File: src/rtl/alu_pkg.sv
// alu_pkg: types and constants shared by the ALU command issuer slice.
//   ALU_W / RES_W   operand and result widths
//   alu_op_e        defined ALU op codes (101-111 reserved)
//   cmd_t           one queued command {op, a, b} (35 bits)
//   issuer_state_e  issuer FSM states
//   is_reserved_op  flags op codes the ALU treats as ADD
package alu_pkg;

  localparam int unsigned ALU_W = 16;
  localparam int unsigned RES_W = 17;

  typedef enum logic [2:0] {
    OP_ADD = 3'b000,
    OP_SUB = 3'b001,
    OP_AND = 3'b010,
    OP_OR  = 3'b011,
    OP_XOR = 3'b100
  } alu_op_e;

  // Op is kept as raw bits so reserved codes pass through unchanged.
  typedef struct packed {
    logic [2:0]       op;
    logic [ALU_W-1:0] a;
    logic [ALU_W-1:0] b;
  } cmd_t;

  typedef enum logic [1:0] {
    IDLE = 2'b00,
    EXEC = 2'b01,
    RESP = 2'b10
  } issuer_state_e;

  function automatic logic is_reserved_op(input logic [2:0] op);
    return op > 3'b100;
  endfunction

endpackage

File: src/rtl/alu_cmd_issuer_if.sv
// alu_cmd_issuer_if: command, ALU and response signals of the issuer.
//   cmd_*  valid/ready command input (source -> issuer)
//   alu_*  registered operands/op out, combinational result in
//   res_*  valid/ready response output (issuer -> consumer)
// master: issuer side; slave: environment (source, ALU, consumer).
interface alu_cmd_issuer_if;
  import alu_pkg::*;

  logic             cmd_valid_i;
  logic             cmd_ready_o;
  logic [2:0]       cmd_op_i;
  logic [ALU_W-1:0] cmd_a_i;
  logic [ALU_W-1:0] cmd_b_i;

  logic [ALU_W-1:0] alu_a_o;
  logic [ALU_W-1:0] alu_b_o;
  logic [2:0]       alu_ctrl_o;
  logic [RES_W-1:0] alu_c_i;

  logic             res_valid_o;
  logic             res_ready_i;
  logic [RES_W-1:0] res_data_o;
  logic [2:0]       res_op_o;
  logic             res_zero_o;
  logic             res_err_o;

  modport master (
    input  cmd_valid_i, cmd_op_i, cmd_a_i, cmd_b_i, alu_c_i, res_ready_i,
    output cmd_ready_o, alu_a_o, alu_b_o, alu_ctrl_o,
           res_valid_o, res_data_o, res_op_o, res_zero_o, res_err_o
  );

  modport slave (
    output cmd_valid_i, cmd_op_i, cmd_a_i, cmd_b_i, alu_c_i, res_ready_i,
    input  cmd_ready_o, alu_a_o, alu_b_o, alu_ctrl_o,
           res_valid_o, res_data_o, res_op_o, res_zero_o, res_err_o
  );

endinterface

File: src/rtl/cmd_fifo.sv
// cmd_fifo: synchronous DEPTH-entry command FIFO (DEPTH power of two, >= 2).
//   clk_i, rst_i   clock, async active-high reset (empties the FIFO)
//   push_i, din_i  write request and data (ignored when full)
//   pop_i          read request (ignored when empty)
//   dout_o         head entry, valid while !empty_o
//   full_o, empty_o
module cmd_fifo
  import alu_pkg::*;
#(
  parameter int unsigned DEPTH = 4
) (
  input  logic clk_i,
  input  logic rst_i,
  input  logic push_i,
  input  cmd_t din_i,
  input  logic pop_i,
  output cmd_t dout_o,
  output logic full_o,
  output logic empty_o
);

  localparam int unsigned PW = $clog2(DEPTH);
  localparam int unsigned CW = $clog2(DEPTH + 1);

  cmd_t          mem [DEPTH];
  logic [PW-1:0] wr_ptr;
  logic [PW-1:0] rd_ptr;
  logic [CW-1:0] count;
  logic          do_push;
  logic          do_pop;

  assign full_o  = (count == CW'(DEPTH));
  assign empty_o = (count == '0);
  assign do_push = push_i && !full_o;
  assign do_pop  = pop_i && !empty_o;
  assign dout_o  = mem[rd_ptr];

  always_ff @(posedge clk_i or posedge rst_i) begin
    if (rst_i) begin
      wr_ptr <= '0;
      rd_ptr <= '0;
      count  <= '0;
    end else begin
      if (do_push) wr_ptr <= wr_ptr + PW'(1);
      if (do_pop)  rd_ptr <= rd_ptr + PW'(1);
      case ({do_push, do_pop})
        2'b10:   count <= count + CW'(1);
        2'b01:   count <= count - CW'(1);
        default: count <= count;
      endcase
    end
  end

  // Storage needs no reset: entries are only read between push and pop.
  always_ff @(posedge clk_i) begin
    if (do_push) mem[wr_ptr] <= din_i;
  end

endmodule

File: src/rtl/alu_cmd_issuer.sv
// alu_cmd_issuer: queues ALU commands, issues them to an external
// combinational ALU from registered operands, and holds each result in a
// response register until the consumer takes it.
//   clk_i, rst_i  clock, async active-high reset (drops all queued work)
//   bus           alu_cmd_issuer_if.master: cmd_* in, alu_* to/from ALU,
//                 res_* out
//   DEPTH         command FIFO entries
module alu_cmd_issuer
  import alu_pkg::*;
#(
  parameter int unsigned DEPTH = 4
) (
  input  logic             clk_i,
  input  logic             rst_i,
  alu_cmd_issuer_if.master bus
);

  issuer_state_e state_q;
  issuer_state_e state_d;
  cmd_t          din;
  cmd_t          head;
  logic          full;
  logic          empty;
  logic          push;
  logic          load;
  logic          capture;
  logic          consume;

  always_comb begin
    din    = '0;
    din.op = bus.cmd_op_i;
    din.a  = bus.cmd_a_i;
    din.b  = bus.cmd_b_i;
  end

  assign push            = bus.cmd_valid_i && !full;
  assign bus.cmd_ready_o = !full;

  cmd_fifo #(.DEPTH(DEPTH)) u_fifo (
    .clk_i   (clk_i),
    .rst_i   (rst_i),
    .push_i  (push),
    .din_i   (din),
    .pop_i   (load),
    .dout_o  (head),
    .full_o  (full),
    .empty_o (empty)
  );

  always_ff @(posedge clk_i or posedge rst_i) begin
    if (rst_i) state_q <= IDLE;
    else       state_q <= state_d;
  end

  // load pops the head into the operand registers; consuming a result with
  // work pending loads the next command on the same edge.
  always_comb begin
    state_d = state_q;
    load    = 1'b0;
    capture = 1'b0;
    consume = 1'b0;
    case (state_q)
      IDLE: begin
        if (!empty) begin
          load    = 1'b1;
          state_d = EXEC;
        end
      end
      EXEC: begin
        capture = 1'b1;
        state_d = RESP;
      end
      RESP: begin
        if (bus.res_ready_i) begin
          consume = 1'b1;
          if (!empty) begin
            load    = 1'b1;
            state_d = EXEC;
          end else begin
            state_d = IDLE;
          end
        end
      end
      default: state_d = IDLE;
    endcase
  end

  always_ff @(posedge clk_i or posedge rst_i) begin
    if (rst_i) begin
      bus.alu_a_o     <= '0;
      bus.alu_b_o     <= '0;
      bus.alu_ctrl_o  <= '0;
      bus.res_valid_o <= 1'b0;
      bus.res_data_o  <= '0;
      bus.res_op_o    <= '0;
      bus.res_zero_o  <= 1'b0;
      bus.res_err_o   <= 1'b0;
    end else begin
      if (load) begin
        bus.alu_a_o    <= head.a;
        bus.alu_b_o    <= head.b;
        bus.alu_ctrl_o <= head.op;
      end
      if (capture) begin
        bus.res_valid_o <= 1'b1;
        bus.res_data_o  <= bus.alu_c_i;
        bus.res_op_o    <= bus.alu_ctrl_o;
        bus.res_zero_o  <= (bus.alu_c_i[ALU_W-1:0] == '0);
        bus.res_err_o   <= is_reserved_op(bus.alu_ctrl_o);
      end else if (consume) begin
        bus.res_valid_o <= 1'b0;
      end
    end
  end

endmodule

File: src/flat_wrapper.sv
// flat-port wrapper written by rule: the top's interface ports become plain ports
module alu_cmd_issuer_flat import alu_pkg::*;
#(
  parameter int unsigned DEPTH = 4
)
  (clk_i, rst_i, bus_cmd_valid_i, bus_cmd_op_i, bus_cmd_a_i, bus_cmd_b_i, bus_alu_c_i, bus_res_ready_i, bus_cmd_ready_o, bus_alu_a_o, bus_alu_b_o, bus_alu_ctrl_o, bus_res_valid_o, bus_res_data_o, bus_res_op_o, bus_res_zero_o, bus_res_err_o);
  alu_cmd_issuer_if bus_i ();
  input  logic clk_i;
  input  logic rst_i;
  input wire logic [$bits(bus_i.cmd_valid_i)-1:0] bus_cmd_valid_i;
  input wire logic [$bits(bus_i.cmd_op_i)-1:0] bus_cmd_op_i;
  input wire logic [$bits(bus_i.cmd_a_i)-1:0] bus_cmd_a_i;
  input wire logic [$bits(bus_i.cmd_b_i)-1:0] bus_cmd_b_i;
  input wire logic [$bits(bus_i.alu_c_i)-1:0] bus_alu_c_i;
  input wire logic [$bits(bus_i.res_ready_i)-1:0] bus_res_ready_i;
  output wire logic [$bits(bus_i.cmd_ready_o)-1:0] bus_cmd_ready_o;
  output wire logic [$bits(bus_i.alu_a_o)-1:0] bus_alu_a_o;
  output wire logic [$bits(bus_i.alu_b_o)-1:0] bus_alu_b_o;
  output wire logic [$bits(bus_i.alu_ctrl_o)-1:0] bus_alu_ctrl_o;
  output wire logic [$bits(bus_i.res_valid_o)-1:0] bus_res_valid_o;
  output wire logic [$bits(bus_i.res_data_o)-1:0] bus_res_data_o;
  output wire logic [$bits(bus_i.res_op_o)-1:0] bus_res_op_o;
  output wire logic [$bits(bus_i.res_zero_o)-1:0] bus_res_zero_o;
  output wire logic [$bits(bus_i.res_err_o)-1:0] bus_res_err_o;
  assign bus_i.cmd_valid_i = bus_cmd_valid_i;
  assign bus_i.cmd_op_i = bus_cmd_op_i;
  assign bus_i.cmd_a_i = bus_cmd_a_i;
  assign bus_i.cmd_b_i = bus_cmd_b_i;
  assign bus_i.alu_c_i = bus_alu_c_i;
  assign bus_i.res_ready_i = bus_res_ready_i;
  assign bus_cmd_ready_o = bus_i.cmd_ready_o;
  assign bus_alu_a_o = bus_i.alu_a_o;
  assign bus_alu_b_o = bus_i.alu_b_o;
  assign bus_alu_ctrl_o = bus_i.alu_ctrl_o;
  assign bus_res_valid_o = bus_i.res_valid_o;
  assign bus_res_data_o = bus_i.res_data_o;
  assign bus_res_op_o = bus_i.res_op_o;
  assign bus_res_zero_o = bus_i.res_zero_o;
  assign bus_res_err_o = bus_i.res_err_o;
  alu_cmd_issuer #(.DEPTH(DEPTH)) u_core (.clk_i(clk_i), .rst_i(rst_i), .bus(bus_i));
endmodule
File: config.mk
export PLATFORM = sky130hd
export DESIGN_NAME = alu_cmd_issuer_flat
export DESIGN_NICKNAME = d
export VERILOG_FILES = /design/src/rtl/alu_pkg.sv /design/src/rtl/alu_cmd_issuer_if.sv /design/src/rtl/cmd_fifo.sv /design/src/rtl/alu_cmd_issuer.sv /design/src/flat_wrapper.sv
export SDC_FILE = /design/constraint.sdc
export NUM_CORES = 1
export LEC_CHECK = 0
export BUFFER_PORTS_ARGS = -buffer_cell sky130_fd_sc_hd__clkbuf_2
export CAP_MARGIN = 20
export CORE_UTILIZATION = 59
export CTS_BUF_LIST = sky130_fd_sc_hd__clkbuf_8
export CTS_CLUSTER_DIAMETER = 40
export DETAILED_ROUTE_END_ITERATION = 16
export GPL_TIMING_DRIVEN = 0
export PLACE_DENSITY = 0.82
export SYNTH_ARGS = -nofsm -noshare
export SYNTH_HDL_FRONTEND = slang
export SYNTH_HIERARCHICAL = 1
export SYNTH_SLANG_ARGS = --single-unit
export TNS_END_PERCENT = 1
File: constraint.sdc
create_clock -name clk_i -period 2.9 [get_ports clk_i]
set_input_delay 0.29 -clock clk_i [delete_from_list [all_inputs] [get_ports clk_i]]
set_output_delay 0.29 -clock clk_i [all_outputs]
set_load 0.01 [all_outputs]
==> key figures <==
Placement
  • Placed Cells: 703
  • Post-DP HPWL: slightly above 9000 um
  • Final GP Congestion: slightly below 0.8
  • Port bufs: 114

Worst setup path
  • R2R cell count: 11
  • Req. time, crit path: about 3.4 ns
  • R2R Path Start: u_core/u_fifo/count[0]$_DFFE_PP0P_
  • Critical path startpoint category: register
  • Crit-path max FO: 10
  • Worst path max stage delay: around 0.45 ns
  • Worst path cell trace: nor3_1 -> nor3b_2 -> buf_6 -> buf_12 -> o31a_1 -> ha_1 -> inv_1 -> fa_1 -> xor2_1 -> nor2_1 -> xor2_1
  • Critical path class: reg -> reg
  • Worst Path Arrival: 2.99 ns
  • R2R setup slack: 0.37 ns
  • Slowest cell on crit path: dfrtp_1
  • Setup crit end: u_core/u_fifo/count[2]$_DFFE_PP0P_
  • Setup crit start: u_core/u_fifo/count[0]$_DFFE_PP0P_
  • R2R Path End: u_core/u_fifo/count[2]$_DFFE_PP0P_
  • CP most frequent cell: xor2_1
  • CP Capture Type: register

STA
  • Endpoints failing setup: 0
  • Final Skew: roughly 0.014 ns
  • Worst slew margin: 0.6096
  • Fmax: 395.2 MHz
  • Final Hold Fails: 0
  • Unrepaired setup endpoints after global routing: false
  • Final Max Slew Viols: 0
  • Setup TNS: 0 ns
  • Tmin final: 2.530 ns
  • Slew @ Worst Pin: between 0.5 and 0.6 ns
  • Tcrit/Tclk final: 0.8725

Logic synthesis
  • Yosys top cell by area: edfxtp_1
  • Sequential element share of the synthesized area: 0.7361
  • Gate Count Post-Synth: 408
  • Largest family of logic cells by synthesized area: multiplexers
  • Yosys warns: 6
  • Mean Syn Cell Area: 19.58 um2
  • Syn nets: 470
  • Post-Synth Adder-Cell Area: 0.01034
  • Synth top area share: 0.5262
  • Synth area leaders: edfxtp_1, dfrtp_1, mux4_2, mux2_4, nand2_1
  • Compound-Gate Fraction of Synth Area: 0.004855
  • Mapped cell area: approximately 8000 um2
  • Synth Area in Simple Gates: 0.04683
  • Yosys cell types: 31
  • Multiplexer area fraction after synthesis: 0.1676
  • Seq cells post-synth: ~210
  • Xor/xnor share of the synthesized area: 0.006578

Detailed routing
  • ANT nets after route: 0
  • Wire per inst: ~18 um
  • Vias per cell: 5.289
  • Total Routed Length: 14,720 um
  • DRC: 1
  • Detailed router's first-iteration violation count: around 200
  • Pre-Repair DR Iteration Count: 10
  • Total vias in the final route: approximately 4,300

Floorplanning
  • Die area: roughly 14,000 um2
  • Num ports: between 100 and 150
  • Die Span X: around 120 um
  • # rows: 42
  • Core area: 13,240 um2
  • Die Ht: about 120 um
  • Starting Density: 0.6033

Pwr
  • Worst VDD drop: 0.6069 mV
  • Pwr Total: between 0.01 and 0.015 W
  • Power per standard cell area: between 1000 and 1500 nW/um2
  • P_leak: just over 4 nW

Cells and area
  • Register area: approximately 6000 um2
  • Layout net count: 675
  • Area of the multi-input gates: around 1900 um2
  • Ant. Diodes: 0
  • Layout cells sized above 1: 0.3887
  • Area Growth Syn to Fin: 25.36%
  • Filler Cells Inserted: between 700 and 800
  • Final non-filler cell total: 814

Clock tree
  • CTS Sinks: between 200 and 250
  • Root Driver: clkbuf_8
  • Setup Fix Bufs, Post-CTS: 0
  • CTS max path bufs: 3
  • CTS H-tree depth: 1
  • CTS Buf Count: 31
  • CTS tree: done
  • Clock transition at path regs: about 0.07 ns
  • Worst-skew pair later-pin latency: between 0.5 and 0.6 ns

Status
  • Failing checks: DRC
  • Status: finished with violations

Flow run
  • Max-cap viol count: 0

GRT
  • Vias in the first global route: 4,475
  • GRT overflow: 0
  • Initial antenna violation count: 0
  • GRT Resource Usage Total: 0.2191
  • First-pass GRT wire length: approximately 23,000 um
  • Pin count of the biggest net entering global routing: 40

Min path
  • Hold Path Class: in -> reg
[cells in the final DEF (no fill, tap or decap), types with 2 or more instances in the layout]
cell type / netlist / layout
edfxtp_1: 140 / 140
clkbuf_2: 0 / 114
dfrtp_1: 67 / 67
nand2_1: 64 / 64
dlygate4sd3_1: 0 / 53
clkbuf_8: 0 / 37
mux2_4: 29 / 29
mux4_2: 28 / 28
inv_1: 10 / 20
buf_12: 6 / 11
mux2_2: 7 / 7
mux4_1: 7 / 7
buf_2: 6 / 6
clkinv_1: 0 / 5
ha_1: 5 / 5
o21ai_0: 4 / 4
nor4_1: 4 / 4
and2_2: 0 / 4
clkinv_2: 0 / 3
clkbuf_1: 3 / 3
xor2_1: 3 / 3
xnor2_1: 3 / 3
clkinvlp_4: 0 / 2
nand2b_1: 2 / 2
nor3b_2: 2 / 2
buf_6: 2 / 2
a21oi_1: 2 / 2
[area by class of cell]
class	instances	area share
plain buffers	17	0.01837
inverters	10	0.003748
flip-flops and latches	207	0.5872
well taps	176	0.02199
clock inverters	21	0.008996
repair buffers	172	0.1199
multi-input cells	174	0.1889
clock buffers	37	0.05085
[per-stage QoR]
step	hold WS (ns)	utilization	cell area, um2	setup WS [ns]
floorplan	0.09340	-	7989	0.6809
global placement	0.2226	0.6630	8780	0.009077
detailed placement	0.2442	0.6709	8885	0.3946
CTS	0.05772	0.7562	10010	0.3348
global route	0.09763	0.7562	10010	0.1918
finish	0.08517	0.7562	10010	0.3698
[cells by family (layout without fill, tap and decap cells)]
group / Yosys count / count (layout)
adder cells (fa/ha/maj): 6 / 6
AND/OR/NAND/NOR: 83 / 83
multiplexers: 72 / 72
AO/OA/AOI/OAI: 7 / 7
flip-flops: 207 / 207
XOR/XNOR: 6 / 6
buffers and inverters: 27 / 257
[worst max-delay path, delay by kind of cell (launching register included)]
kind / cells / cell delay, ns
XOR/XNOR: 2 / 0.32
adder cells (fa/ha/maj): 2 / 0.58
AND/OR/NAND/NOR: 3 / 0.41
buffers and inverters: 3 / 0.44
AO/OA/AOI/OAI: 1 / 0.23
flip-flops: 1 / 0.45
[power breakdown]
| part | internal, W | total, W | switching, W |
|---|---|---|---|
| combinational | 0.00206 | 0.00388 | 0.00182 |
| sequential | 0.00411 | 0.00452 | 0.000414 |
| clock | 0.00116 | 0.00216 | 0.00101 |
[repair_timing]
item                                   CTS  global route
endpoints found under the hold margin  185             0
gates resized for setup                  0             0
hold buffers                            53             0
[Yosys cell counts]
cell type / number
edfxtp_1: 140
dfrtp_1: 67
nand2_1: 64
mux2_4: 29
mux4_2: 28
inv_1: 10
mux2_2: 7
mux4_1: 7
buf_12: 6
buf_2: 6
ha_1: 5
and2_1: 4
nor4_1: 4
o21ai_0: 4
clkbuf_1: 3
xnor2_1: 3
xor2_1: 3
a21oi_1: 2
buf_6: 2
nand2b_1: 2
nor3b_2: 2
and2b_2: 1
fa_1: 1
mux2i_1: 1
nand4_1: 1
nor2_1: 1
nor2b_1: 1
nor2b_2: 1
nor3_1: 1
nor3b_1: 1
o31a_1: 1
[registers in the layout, summed over array words and instances, names as in the netlist]
register                count
u_core/bus.res_valid_o      1
u_core/bus.alu_b_o         16
u_core/bus.res_err_o        1
u_core/bus.alu_a_o         16
u_core/u_fifo/count         3
u_core/u_fifo/wr_ptr        2
u_core/bus.res_data_o      17
u_core/bus.res_op_o         3
u_core/u_fifo/rd_ptr        2
u_core/bus.res_zero_o       1
u_core/bus.alu_ctrl_o       3
u_core/state_q              2
u_core/u_fifo/mem         140
[how the worst min path moves through the flow]
stage	from	end	slack (ns)	cells after the start
2_1_floorplan	rst_i	u_core/u_fifo/count[0]$_DFFE_PP0P_	0.09	1
3_3_place_gp	rst_i	u_core/u_fifo/count[1]$_DFFE_PP0P_	0.22	2
3_5_place_dp	rst_i	u_core/u_fifo/count[1]$_DFFE_PP0P_	0.24	2
4_1_cts	bus_res_ready_i	u_core/state_q[1]$_DFFE_PP0P_	0.06	3
5_1_grt	bus_res_ready_i	u_core/bus.res_valid_o$_DFFE_PP0P_	0.1	4
6_report	bus_res_ready_i	u_core/state_q[1]$_DFFE_PP0P_	0.09	3
[layer usage]
layer / share of wire / GRT usage / vias to the layer above / routed length [um]
met5: 0 / 0 / - / 0
met4: 0.018 / 0.05609 / 0 / 258
met3: 0.051 / 0.04054 / 23 / 749
met2: 0.51 / 0.3746 / 147 / 7520
met1: 0.42 / 0.2932 / 2173 / 6191
li1: - / - / 1962 / -
Note: power is estimated with default switching activity, not from simulation.
